[src/rtl/load_store_unit.sv]
// Byte-addressed load/store front end for a 256 x 32-bit data memory.
// Sub-word stores become read-modify-write; loads are lane-selected and extended.
module load_store_unit #(
  parameter int ADDR_W = 10
) (
  input  logic              clk,
  input  logic              rst_n,
  input  logic              req_valid,
  output logic              req_ready,
  input  logic              req_we,
  input  logic [2:0]        req_funct3,
  input  logic [ADDR_W-1:0] req_addr,
  input  logic [31:0]       req_wdata,
  output logic              resp_valid,
  output logic              resp_err,
  output logic [31:0]       resp_rdata,
  output logic              mem_we,
  output logic [ADDR_W-3:0] mem_addr,
  output logic [31:0]       mem_wdata,
  input  logic [31:0]       mem_rdata,
  output logic [1:0]        dbg_state
);

  typedef enum logic [1:0] {S_IDLE, S_ACCESS, S_WRITE, S_RESP} state_t;

  state_t            r_state;
  state_t            w_next;
  logic              r_we;
  logic [2:0]        r_f3;
  logic [1:0]        r_lane;
  logic [31:0]       r_wdata;
  logic [31:0]       r_merged;
  logic [31:0]       r_rdata;
  logic              r_err;
  logic [ADDR_W-3:0] r_mem_addr;

  logic              w_accept;
  logic              w_req_err;
  logic              w_sw;
  logic [7:0]        w_byte;
  logic [15:0]       w_half;
  logic [31:0]       w_load;
  logic [31:0]       w_merged;

  // Handshake: a request transfers on a rising edge where req_valid and
  // req_ready are both high; req_valid may stay high while req_ready is low.
  assign w_accept = req_valid & req_ready;
  assign w_sw     = r_we & (r_f3[1:0] == 2'b10);

  always_comb begin
    w_req_err = 1'b0;
    case (req_funct3)
      3'b000, 3'b001, 3'b010: w_req_err = 1'b0;
      3'b100, 3'b101:         w_req_err = req_we;
      default:                w_req_err = 1'b1;
    endcase
    if (req_funct3[1:0] == 2'b01 && req_addr[0])
      w_req_err = 1'b1;
    if (req_funct3[1:0] == 2'b10 && req_addr[1:0] != 2'b00)
      w_req_err = 1'b1;
  end

  // Lane select and extension of the word currently read from memory.
  always_comb begin
    w_byte   = mem_rdata[{r_lane, 3'b000} +: 8];
    w_half   = r_lane[1] ? mem_rdata[31:16] : mem_rdata[15:0];
    w_load   = mem_rdata;
    w_merged = mem_rdata;
    case (r_f3[1:0])
      2'b00: begin
        w_load = {{24{~r_f3[2] & w_byte[7]}}, w_byte};
        w_merged[{r_lane, 3'b000} +: 8] = r_wdata[7:0];
      end
      2'b01: begin
        w_load = {{16{~r_f3[2] & w_half[15]}}, w_half};
        w_merged[{r_lane[1], 4'b0000} +: 16] = r_wdata[15:0];
      end
      default: begin
        w_load   = mem_rdata;
        w_merged = mem_rdata;
      end
    endcase
  end

  always_comb begin
    w_next = r_state;
    case (r_state)
      S_IDLE:   if (w_accept) w_next = w_req_err ? S_RESP : S_ACCESS;
      S_ACCESS: w_next = (r_we && !w_sw) ? S_WRITE : S_RESP;
      S_WRITE:  w_next = S_RESP;
      S_RESP:   w_next = S_IDLE;
      default:  w_next = S_IDLE;
    endcase
  end

  always_ff @(posedge clk or negedge rst_n) begin
    if (!rst_n) begin
      r_state    <= S_IDLE;
      r_we       <= 1'b0;
      r_f3       <= 3'b000;
      r_lane     <= 2'b00;
      r_wdata    <= 32'h0;
      r_merged   <= 32'h0;
      r_rdata    <= 32'h0;
      r_err      <= 1'b0;
      r_mem_addr <= '0;
    end else begin
      r_state <= w_next;
      if (r_state == S_IDLE && w_accept) begin
        r_we    <= req_we;
        r_f3    <= req_funct3;
        r_lane  <= req_addr[1:0];
        r_wdata <= req_wdata;
        r_err   <= w_req_err;
        r_rdata <= 32'h0;
        if (!w_req_err) r_mem_addr <= req_addr[ADDR_W-1:2];
      end
      if (r_state == S_ACCESS) begin
        if (!r_we) r_rdata <= w_load;
        r_merged <= w_merged;
      end
    end
  end

  // Write enable is decoded from registered state only, so an async reset
  // removes it before the falling edge that would commit the write.
  assign mem_we     = (r_state == S_WRITE) | ((r_state == S_ACCESS) & w_sw);
  assign mem_wdata  = (r_state == S_WRITE) ? r_merged :
                      ((r_state == S_ACCESS) & w_sw) ? r_wdata : 32'h0;
  assign mem_addr   = r_mem_addr;
  assign req_ready  = (r_state == S_IDLE) & rst_n;
  assign resp_valid = (r_state == S_RESP);
  assign resp_err   = r_err;
  assign resp_rdata = r_rdata;
  assign dbg_state  = r_state;

endmodule

[config.mk]
export PLATFORM = sky130hd
export DESIGN_NAME = load_store_unit
export DESIGN_NICKNAME = d
export VERILOG_FILES = /design/src/rtl/load_store_unit.sv
export SDC_FILE = /design/constraint.sdc
export NUM_CORES = 1
export LEC_CHECK = 0
export ABC_CLOCK_PERIOD_IN_PS = 7350
export CORE_ASPECT_RATIO = 0.8
export CORE_MARGIN = 8
export CORE_UTILIZATION = 52
export CTS_BUF_LIST = sky130_fd_sc_hd__clkbuf_8
export DETAILED_ROUTE_END_ITERATION = 12
export HOLD_SLACK_MARGIN = 0.1
export PLACE_DENSITY = 0.84
export REMOVE_ABC_BUFFERS = 1
export SLEW_MARGIN = 40
export SYNTH_ARGS = -nofsm -noshare
export SYNTH_HDL_FRONTEND = slang
export SYNTH_SLANG_ARGS = --single-unit
[constraint.sdc]
create_clock -name clk -period 7.35 [get_ports clk]
set_input_delay 1.1025 -clock clk [delete_from_list [all_inputs] [get_ports clk]]
set_output_delay 1.1025 -clock clk [all_outputs]
set_load 0.05 [all_outputs]
==> flow_metrics.env, run 1 <==
export IMPL_htree_levels=4
export IMPL_ys_warn_count=0
export IMPL_path_clk_slew_ns=0.07
export IMPL_clock_latency_ns=0.46
export IMPL_crit_start="dbg_state[1]"
export IMPL_synth_largest_area_cell="dfrtp_1"
export IMPL_grt_util_met1_pct=37.8
export IMPL_fin_tns_setup_ns=0
export IMPL_skew_ns=0.0128
export IMPL_critPathTopFamily="buffers and inverters"
export IMPL_cts_tree="built"
export IMPL_p_per_area_mw_per_mm2=544
export IMPL_antenna_left=0
export IMPL_finalSetupViolations=0
export IMPL_synth_area_leaders="dfrtp_1 44%, nand2_1 9.9%, mux2i_1 5.1%, nor2_1 4.1%, a41oi_1 4.0%"
export IMPL_viasPerCell=6.37
export IMPL_nFillCells=918
export IMPL_grt_antenna_before_repair=0
export IMPL_critical_path_peak_fanout=62
export IMPL_met2_usage_pct=47.2
export IMPL_rr_startpoint="dbg_state[1]"
export IMPL_first_pass_iters=6
export IMPL_cts_buffer_depth=2
export IMPL_endpoint_kind="output port"
export IMPL_area_growth_pct=32.8
export IMPL_drtIter0Drc=819
export IMPL_p_leak_nw=3.60
export IMPL_synth_area_per_cell_um2=8.64
export IMPL_rsz0062_at_grt="no"
export IMPL_groute_usage_overall_pct=29.6
export IMPL_post_route_util_pct=70.4
export IMPL_critPathKind="flip-flop to output port"
export IMPL_worstSetupStartpointType="flip-flop"
export IMPL_drc=0
export IMPL_grt_max_degree=69
export IMPL_maxSlewHeadroom_pct=45.9
export IMPL_wire_per_inst_um=23.1
export IMPL_ys_ff_latch=113
export IMPL_fin_nets=960
export IMPL_cts_root_buffer="clkbuf_8"
export IMPL_vdd_drop_max_mv=0.455
export IMPL_dp_hpwl_mm=15.9
export IMPL_hold_path_class="flip-flop to flip-flop"
export IMPL_fmax_mhz=219
export IMPL_cts_sinks=113
export IMPL_use_met3_pct=9.35
export IMPL_fin_hold_ws_ns=0.476
export IMPL_overflow=0
export IMPL_core_area_mm2=0.0121
export IMPL_syn_area_mm2=0.00643
export IMPL_period_share_pct=62.1
export IMPL_grt_pass1_wl_mm=37.1
export IMPL_io_buffers=158
export IMPL_arrival_ns=3.46
export IMPL_ys_types=44
export IMPL_die_w_um=140
export IMPL_cts_resized=0
export IMPL_maxCapViolations=0
export IMPL_drv_slew=0
export IMPL_grt_pass1_vias=6529
export IMPL_drt_total_wl_mm=23.9
export IMPL_synth_seq_area_share_pct=44.0
export IMPL_yosysTopAreaCellShare_pct=44.0
export IMPL_vias=6583
export IMPL_hold_viol_final=0
export IMPL_initial_utilization_pct=53.0
export IMPL_antenna_cells=0
export IMPL_cp_cell_sequence="inv_1, ha_2, buf_4, a31oi_4, buf_8, nor2_1, clkdlybuf4s50_1"
export IMPL_io_pins=159
export IMPL_hold_start="r_wdata[22]"
export IMPL_syn_inst=744
export IMPL_finalPower_w=0.00465
export IMPL_worstPathRequired_ns=6.25
export IMPL_drive_gt1_share_pct=8.17
export IMPL_numCtsBuffers=17
export IMPL_outcome="finished, final reports clean"
export IMPL_crit_slowest_cell="clkdlybuf4s50_1"
export IMPL_fp_dieH_um=115
export IMPL_cp_num_buf_inv=4
export IMPL_holdBufCountCts=0
export IMPL_rows=36
export IMPL_tightest_slew_ns=0.812
export IMPL_fin_area_mm2=0.00853
export IMPL_post_cts_buffers=0
export IMPL_die_area_mm2=0.0162
export IMPL_final_min_clock_period_ns=4.57
export IMPL_gp_congestion=0.885
export IMPL_globalRoute_busiestLayer="met2"
export IMPL_crit_path_max_incr_delay_ns=0.84
export IMPL_placed_cell_area_mm2=0.00808
-- metal layers --
metal	share of wire (%)	vias to the layer above	wire, um
li1	-	2908	-
met1	40	3174	9650
met2	46	453	11100
met3	11	48	2700
met4	2.0	0	474
met5	0	-	0
-- cell usage after synthesis --
| master | n |
|---|---|
| nand2_1 | 170 |
| dfrtp_1 | 113 |
| nor2_1 | 70 |
| clkbuf_1 | 55 |
| o21ai_0 | 38 |
| mux2i_1 | 33 |
| inv_1 | 30 |
| a41oi_1 | 29 |
| a21oi_1 | 24 |
| a32oi_1 | 22 |
| o22ai_1 | 16 |
| a221o_1 | 15 |
| mux2_2 | 11 |
| ha_1 | 10 |
| nor2b_1 | 10 |
| a31oi_1 | 9 |
| nand3_1 | 9 |
| a221o_2 | 8 |
| and3_1 | 8 |
| nand3b_1 | 8 |
| a22o_1 | 6 |
| a22oi_1 | 6 |
| nand2b_1 | 6 |
| buf_1 | 4 |
| nor4_1 | 4 |
| nor3b_1 | 3 |
| o211ai_1 | 3 |
| and2_1 | 2 |
| buf_2 | 2 |
| buf_6 | 2 |
| nand4bb_1 | 2 |
| nor3_1 | 2 |
| o32ai_1 | 2 |
| or3_1 | 2 |
| a2111oi_4 | 1 |
| a211o_1 | 1 |
| a2bb2oi_1 | 1 |
| and4b_1 | 1 |
| clkbuf_2 | 1 |
| clkinv_1 | 1 |
| nor3b_2 | 1 |
| o41ai_1 | 1 |
| or2_1 | 1 |
| or3b_2 | 1 |
-- cells by family (layout without fill, tap and decap cells) --
group | Yosys count | in the layout | share of synthesized area (%)
AND/OR/NAND/NOR | 300 | 300 | 20.2
AO/OA/AOI/OAI | 182 | 182 | 20.9
flip-flops | 113 | 113 | 44.0
buffers and inverters | 95 | 232 | 5.84
multiplexers | 44 | 44 | 7.07
adder cells (fa/ha/maj) | 10 | 10 | 1.95
-- worst min-delay path, delay by kind of cell, from the launching register on --
family,cells,cell delay (ns)
flops,1,0.34
simple gates,2,0.10
-- cell usage in the layout, fill, tap and decap left out, types with 2 or more instances in the layout --
| master | count |
|---|---|
| nor4_1 | 4 |
| bufinv_16 | 4 |
| a221o_2 | 8 |
| a41oi_1 | 29 |
| o211ai_1 | 3 |
| ha_1 | 8 |
| and3_1 | 8 |
| a22oi_1 | 6 |
| clkbuf_8 | 21 |
| nand2b_1 | 6 |
| nand2_1 | 170 |
| nor2_1 | 69 |
| clkdlybuf4s50_1 | 157 |
| nor2b_1 | 9 |
| nand3b_1 | 8 |
| dfrtp_1 | 112 |
| nor3_1 | 2 |
| o22ai_1 | 16 |
| or3_1 | 2 |
| a21oi_1 | 24 |
| buf_4 | 11 |
| nor3b_1 | 3 |
| nand3_1 | 9 |
| mux2_2 | 11 |
| a22o_1 | 6 |
| and2_1 | 2 |
| inv_1 | 31 |
| clkinvlp_4 | 2 |
| a221o_1 | 15 |
| clkinv_2 | 2 |
| o21ai_0 | 38 |
| a32oi_1 | 22 |
| a31oi_1 | 8 |
| mux2i_1 | 33 |
| nand4bb_1 | 2 |
-- through the flow --
stage	cells	setup slack (ns)
2_1_floorplan	680	2.51
3_3_place_gp	1001	3.33
3_5_place_dp	1002	3.30
4_1_cts	1033	2.79
5_1_grt	1033	2.65
6_report	1033	2.78
-- final cells by class --
cell class	instances	area, um^2	share of cell area (%)
Timing Repair Buffer	170	1680	19.7
Clock inverter	10	158	1.85
Clock buffer	21	289	3.39
Tap cell	152	190	2.23
Inverter	31	116	1.36
Sequential cell	113	2830	33.2
Multi-Input combinational cell	536	3270	38.3
-- power by group --
group / switching (W) / leakage (nW) / internal [W] / total [W]
Clock: 0.000268 / 0.225 / 0.000402 / 0.000670
Sequential: 0.000302 / 1.37 / 0.000928 / 0.00123
Combinational: 0.00181 / 2.00 / 0.000939 / 0.00275
-- flip-flops by register name, summed over array words and instances (netlist names) --
| register | count |
|---|---|
| r_merged | 32 |
| r_wdata | 32 |
| r_lane | 2 |
| r_f3 | 3 |
| resp_err | 1 |
| dbg_state | 2 |
| resp_rdata | 32 |
| mem_addr | 8 |
| r_we | 1 |
-- final timing paths --
path | endpoint | slack (ns) | cells after the start
worst max-delay path | mem_wdata[11] | 2.78 | 7
worst min-delay path | r_wdata[22] | 0.48 | 2
worst max register to register | resp_rdata[27] | 4.20 | 7
worst min register to register | r_wdata[22] | 0.48 | 2
max in group asynchronous | resp_rdata[27] | 5.61 | 2
min in group asynchronous | r_wdata[28] | 0.67 | 1
Note: power is estimated with default switching activity, not from simulation.
==> run 2, diff against run 1 <==
- ABC_CLOCK_PERIOD_IN_PS: 7350 -> 3900
- CORE_UTILIZATION: 52 -> 47
- PLACE_DENSITY: 0.84 -> 0.8
- clock period: 7.35 -> 3.9 ns (I/O delays scaled with it)
==> flow_metrics.env, run 2 (synthesis gave the netlist of run 1 again) <==
export IMPL_grt_max_degree=59
export IMPL_drive_gt1_share_pct=12.6
export IMPL_critical_path_peak_fanout=18
export IMPL_antenna_cells=0
export IMPL_cts_root_buffer="clkbuf_8"
export IMPL_vias=6391
export IMPL_p_per_area_mw_per_mm2=995
export IMPL_worstSetupStartpointType="flip-flop"
export IMPL_critPathTopFamily="buffers and inverters"
export IMPL_drt_total_wl_mm=22.1
export IMPL_maxSlewHeadroom_pct=43.4
export IMPL_die_area_mm2=0.0177
export IMPL_final_cell_mix="170 x nand2_1, 125 x clkdlybuf4s50_1, 113 x dfrtp_1"
export IMPL_wire_per_inst_um=20.6
export IMPL_rsz0062_at_grt="no"
export IMPL_cp_cell_sequence="nor2b_1, a31oi_4, inv_1, clkdlybuf4s50_1"
export IMPL_numCtsBuffers=17
export IMPL_fin_nets=972
export IMPL_endpoint_kind="output port"
export IMPL_arrival_ns=2.57
export IMPL_grt_antenna_before_repair=0
export IMPL_io_pins=159
export IMPL_finalPower_w=0.00848
export IMPL_outcome="finished, final reports clean"
export IMPL_final_common_cell="nand2_1"
export IMPL_area_growth_pct=32.6
export IMPL_cts_tree="built"
export IMPL_stdcell_count=1072
export IMPL_io_buffers=158
export IMPL_core_area_mm2=0.0135
export IMPL_skew_ns=0.00757
export IMPL_crit_path_max_incr_delay_ns=0.81
export IMPL_antenna_left=0
export IMPL_die_w_um=147
export IMPL_cp_num_buf_inv=2
export IMPL_rows=38
export IMPL_fp_dieH_um=121
export IMPL_htree_levels=4
export IMPL_period_share_pct=80.9
export IMPL_vdd_drop_max_mv=0.604
export IMPL_gp_congestion=0.877
export IMPL_critPathKind="flip-flop to output port"
export IMPL_overflow=0
export IMPL_path_clk_slew_ns=0.07
export IMPL_hold_viol_final=0
export IMPL_groute_usage_overall_pct=25.3
export IMPL_cts_buffer_depth=2
export IMPL_viasPerCell=5.96
export IMPL_drv_slew=0
export IMPL_post_cts_buffers=0
export IMPL_cts_sinks=113
export IMPL_drc=0
export IMPL_maxCapViolations=0
export IMPL_place_inst=1040
export IMPL_tightest_slew_ns=0.846
export IMPL_fmax_mhz=317
export IMPL_hold_path_class="flip-flop to flip-flop"
export IMPL_p_leak_nw=3.70
export IMPL_crit_slowest_cell="clkdlybuf4s50_1"
export IMPL_grt_pass1_wl_mm=35.4
export IMPL_worstPathRequired_ns=3.31
export IMPL_final_min_clock_period_ns=3.16
export IMPL_initial_utilization_pct=47.8
export IMPL_finalSetupViolations=0
export IMPL_grt_pass1_vias=6242
export IMPL_drtIter0Drc=771
export IMPL_dp_hpwl_mm=14.9
export IMPL_clock_latency_ns=0.45
export IMPL_first_pass_iters=5
[run 2: cell count changes in the layout (fill, tap and decap cells not counted), moves of 2 or more]
| cell | change |
|---|---|
| clkbuf_8 | +3 |
| bufinv_16 | -3 |
| buf_12 | +2 |
| clkdlybuf4s50_1 | -32 |
| buf_4 | +43 |
[run 2: per-layer routing]
layer | wire [um] | GRT usage [%] | up-vias
met1 | 9700 | 35.4 | 3015
met5 | 0 | 0 | -
met2 | 9440 | 36.7 | 406
met3 | 2530 | 7.77 | 47
li1 | - | - | 2923
met4 | 465 | 8.16 | 0
[run 2: timing repair]
| action | CTS | global route |
|---|---|---|
| endpoints found under the setup margin | 0 | 0 |
| resized for setup | 0 | 0 |
| hold buffers | 1 | 0 |
| endpoints found under the hold margin | 1 | 0 |
[run 2: final cells by class]
| class | instances | area [um^2] |
|---|---|---|
| fill | 1131 | 4940 |
| multi-input combinational | 536 | 3260 |
| sequential | 113 | 2830 |
| timing repair buffer | 182 | 1710 |
| clock buffer | 24 | 330 |
| tap | 180 | 225 |
| inverter | 31 | 116 |
| clock inverter | 6 | 55.1 |
[run 2: per-stage QoR]
step / instance area (um^2) / hold slack [ns] / util [%] / setup TNS (ns) / worst slack [ns]
finish: 8520 / 0.479 / 63.3 / 0 / 0.743
global route: 8520 / 0.495 / 63.3 / 0 / 0.596
CTS: 8490 / 0.477 / 63.1 / 0 / 0.747
detailed placement: 8100 / 0.402 / 60.2 / 0 / 1.18
global placement: 8090 / 0.400 / 60.1 / 0 / 1.23
floorplan: 6170 / 0.289 / - / -13.47 / -0.423
[run 2: worst paths after layout]
path                                  start           end  slack, ns  cells after the start
worst min-delay path            r_wdata[29]   r_wdata[29]       0.48                      2
worst min register to register  r_wdata[29]   r_wdata[29]       0.48                      2
worst max-delay path                r_f3[1]        mem_we       0.74                      4
min in group asynchronous             rst_n   mem_addr[5]       0.49                      2
max in group asynchronous             rst_n   r_wdata[30]       2.01                      5
worst max register to register    r_lane[1]  r_merged[13]       1.29                      6
[run 2: worst register-to-register path, cell delays in order, from the launching register on]
cell      delay, ns
dfrtp_1        0.35
clkinv_1       0.39
ha_1           0.51
or3b_2         0.74
o22ai_1        0.20
nand2_1        0.08
a41oi_1        0.26
[run 2: report_power, final]
group	switching, W	leakage, nW	internal (W)
combinational	0.00335	2.12	0.00176
sequential	0.000540	1.37	0.00175
clock	0.000470	0.205	0.000609
==> run 3, diff against run 2 <==
- ABC_CLOCK_PERIOD_IN_PS: 3900 -> 3200
- CORE_UTILIZATION: 47 -> 51
- PLACE_DENSITY: 0.8 -> 0.82
- clock period: 3.9 -> 3.2 ns (I/O delays scaled with it)
==> flow_metrics.env, run 3 (synthesis gave the netlist of run 1 again) <==
export IMPL_cts_buffer_depth=2
export IMPL_fp_dieH_um=116
export IMPL_hold_depth=2
export IMPL_period_share_pct=90.0
export IMPL_rr_startpoint="dbg_state[1]"
export IMPL_htree_levels=4
export IMPL_drive_gt1_share_pct=13.1
export IMPL_outcome="finished, final reports clean"
export IMPL_finalSetupViolations=0
export IMPL_routedLengthMet1_mm=9.88
export IMPL_cts_resized=0
export IMPL_area_growth_pct=39.2
export IMPL_dp_hpwl_mm=16.1
export IMPL_vias=6548
export IMPL_drtIter0Drc=795
export IMPL_die_w_um=142
export IMPL_hold_start="r_wdata[19]"
export IMPL_cp_cell_sequence="buf_4, nor2b_1, a31oi_4, buf_4, nor2_1, buf_12"
export IMPL_clock_latency_ns=0.45
export IMPL_r2r_slack_ns=0.70
export IMPL_fin_nets=973
export IMPL_rsz0062_at_grt="no"
export IMPL_viasPerCell=6.14
export IMPL_cts_tree="built"
export IMPL_antenna_left=0
export IMPL_hold_path_class="flip-flop to flip-flop"
export IMPL_vdd_drop_max_mv=0.897
export IMPL_grt_pass1_wl_mm=36.7
export IMPL_wire_per_inst_um=21.7
export IMPL_hold_path_end="r_wdata[19]"
export IMPL_cts_sinks=113
export IMPL_hold_viol_final=0
export IMPL_antenna_cells=0
export IMPL_groute_usage_overall_pct=28.6
export IMPL_crit_slowest_cell="buf_4"
export IMPL_drt_total_wl_mm=23.1
export IMPL_cts_root_buffer="clkbuf_8"
export IMPL_grt_max_degree=50
export IMPL_drv_slew=0
export IMPL_dr_max_layer_used="met4"
export IMPL_wl_met3_mm=2.31
export IMPL_io_buffers=158
export IMPL_gp_congestion=0.911
export IMPL_core_area_mm2=0.0123
export IMPL_nFillCells=929
export IMPL_initial_utilization_pct=52.5
export IMPL_final_min_clock_period_ns=2.88
export IMPL_dr_wl_met2_mm=10.3
export IMPL_fmax_mhz=347
export IMPL_tightest_slew_ns=0.758
export IMPL_p_per_area_mw_per_mm2=1240
export IMPL_drc=0
export IMPL_critPathKind="flip-flop to output port"
export IMPL_p_leak_nw=3.83
export IMPL_path_clk_slew_ns=0.07
export IMPL_critical_path_peak_fanout=49
export IMPL_grt_pass1_vias=6603
export IMPL_post_cts_buffers=0
export IMPL_endpoint_kind="output port"
export IMPL_die_area_mm2=0.0165
export IMPL_reg2regPathDepth=6
export IMPL_grt_antenna_before_repair=0
export IMPL_final_cell_mix="170 x nand2_1, 123 x clkdlybuf4s50_1, 113 x dfrtp_1"
export IMPL_worstSetupStartpointType="flip-flop"
export IMPL_fin_hold_ws_ns=0.478
export IMPL_skew_ns=0.00798
export IMPL_rows=36
export IMPL_arrival_ns=2.40
export IMPL_crit_path_max_incr_delay_ns=0.51
export IMPL_final_common_cell="nand2_1"
export IMPL_numCtsBuffers=17
export IMPL_maxCapViolations=0
export IMPL_worstReg2RegEnd="r_merged[0]"
export IMPL_worstPathRequired_ns=2.72
export IMPL_overflow=0
export IMPL_first_pass_iters=6
export IMPL_holdBufCountCts=1
export IMPL_finalPower_w=0.0111
export IMPL_path_common_cell="buf_4"
export IMPL_maxSlewHeadroom_pct=49.4
export IMPL_io_pins=159
run 3: cell types whose count changed in the layout (fill, tap and decap cells not counted), sizes merged:
| cell | before | now |
|---|---|---|
| clkinv | 3 | 8 |
| bufinv | 1 | 4 |
| buf | 56 | 59 |
| clkbuf | 24 | 20 |
| inv | 32 | 31 |
| clkinvlp | 1 | 0 |
| clkdlybuf4s50 | 125 | 123 |
run 3: final cells by class:
type	instances	area [um^2]	area share [%]
Inverter	31	116	1.30
Timing Repair Buffer	183	2100	23.4
Multi-Input combinational cell	536	3250	36.4
Tap cell	171	214	2.39
Sequential cell	113	2830	31.6
Clock inverter	12	163	1.82
Clock buffer	20	275	3.08
run 3: worst max-delay path: cells and delay by family, from the launching register on:
family	cells	cell delay (ns)
AND/OR/NAND/NOR	2	0.56
flip-flops	1	0.35
buffers and inverters	3	0.90
AO/OA/AOI/OAI	1	0.12
run 3: per-layer routing:
| metal | up-vias | global-route usage [%] |
|---|---|---|
| met5 | - | 1.23 |
| met4 | 0 | 11.1 |
| met3 | 60 | 9.40 |
| met2 | 396 | 43.7 |
| met1 | 3164 | 37.1 |
| li1 | 2928 | - |
run 3: how the worst max path moves through the flow:
stage,from,end,slack (ns),cells after the start
detailed placement,mem_rdata[31],resp_rdata[19],0.64,6
finish,r_f3[1],mem_wdata[10],0.32,6
CTS,r_f3[1],mem_wdata[10],0.33,6
global placement,mem_rdata[31],resp_rdata[28],0.69,6
global route,r_f3[1],mem_wdata[10],0.18,6
floorplan,dbg_state[1],mem_we,-1.02,4
run 3: per-stage QoR:
step / cells / worst slack [ns] / cell area (um^2) / setup TNS, ns / util (%)
2_1_floorplan: 680 / -1.02 / 6170 / -42.99 / -
3_3_place_gp: 1033 / 0.686 / 8490 / 0 / 69.3
3_5_place_dp: 1033 / 0.639 / 8490 / 0 / 69.3
4_1_cts: 1066 / 0.325 / 8940 / 0 / 73.0
5_1_grt: 1066 / 0.180 / 8950 / 0 / 73.0
6_report: 1066 / 0.320 / 8950 / 0 / 73.0
run 3: where the power goes:
part	internal, W	total, W	switching (W)
logic	0.00261	0.00683	0.00422
clock network	0.000900	0.00151	0.000615
registers	0.00213	0.00277	0.000635
total	0.00564	0.0111	0.00547
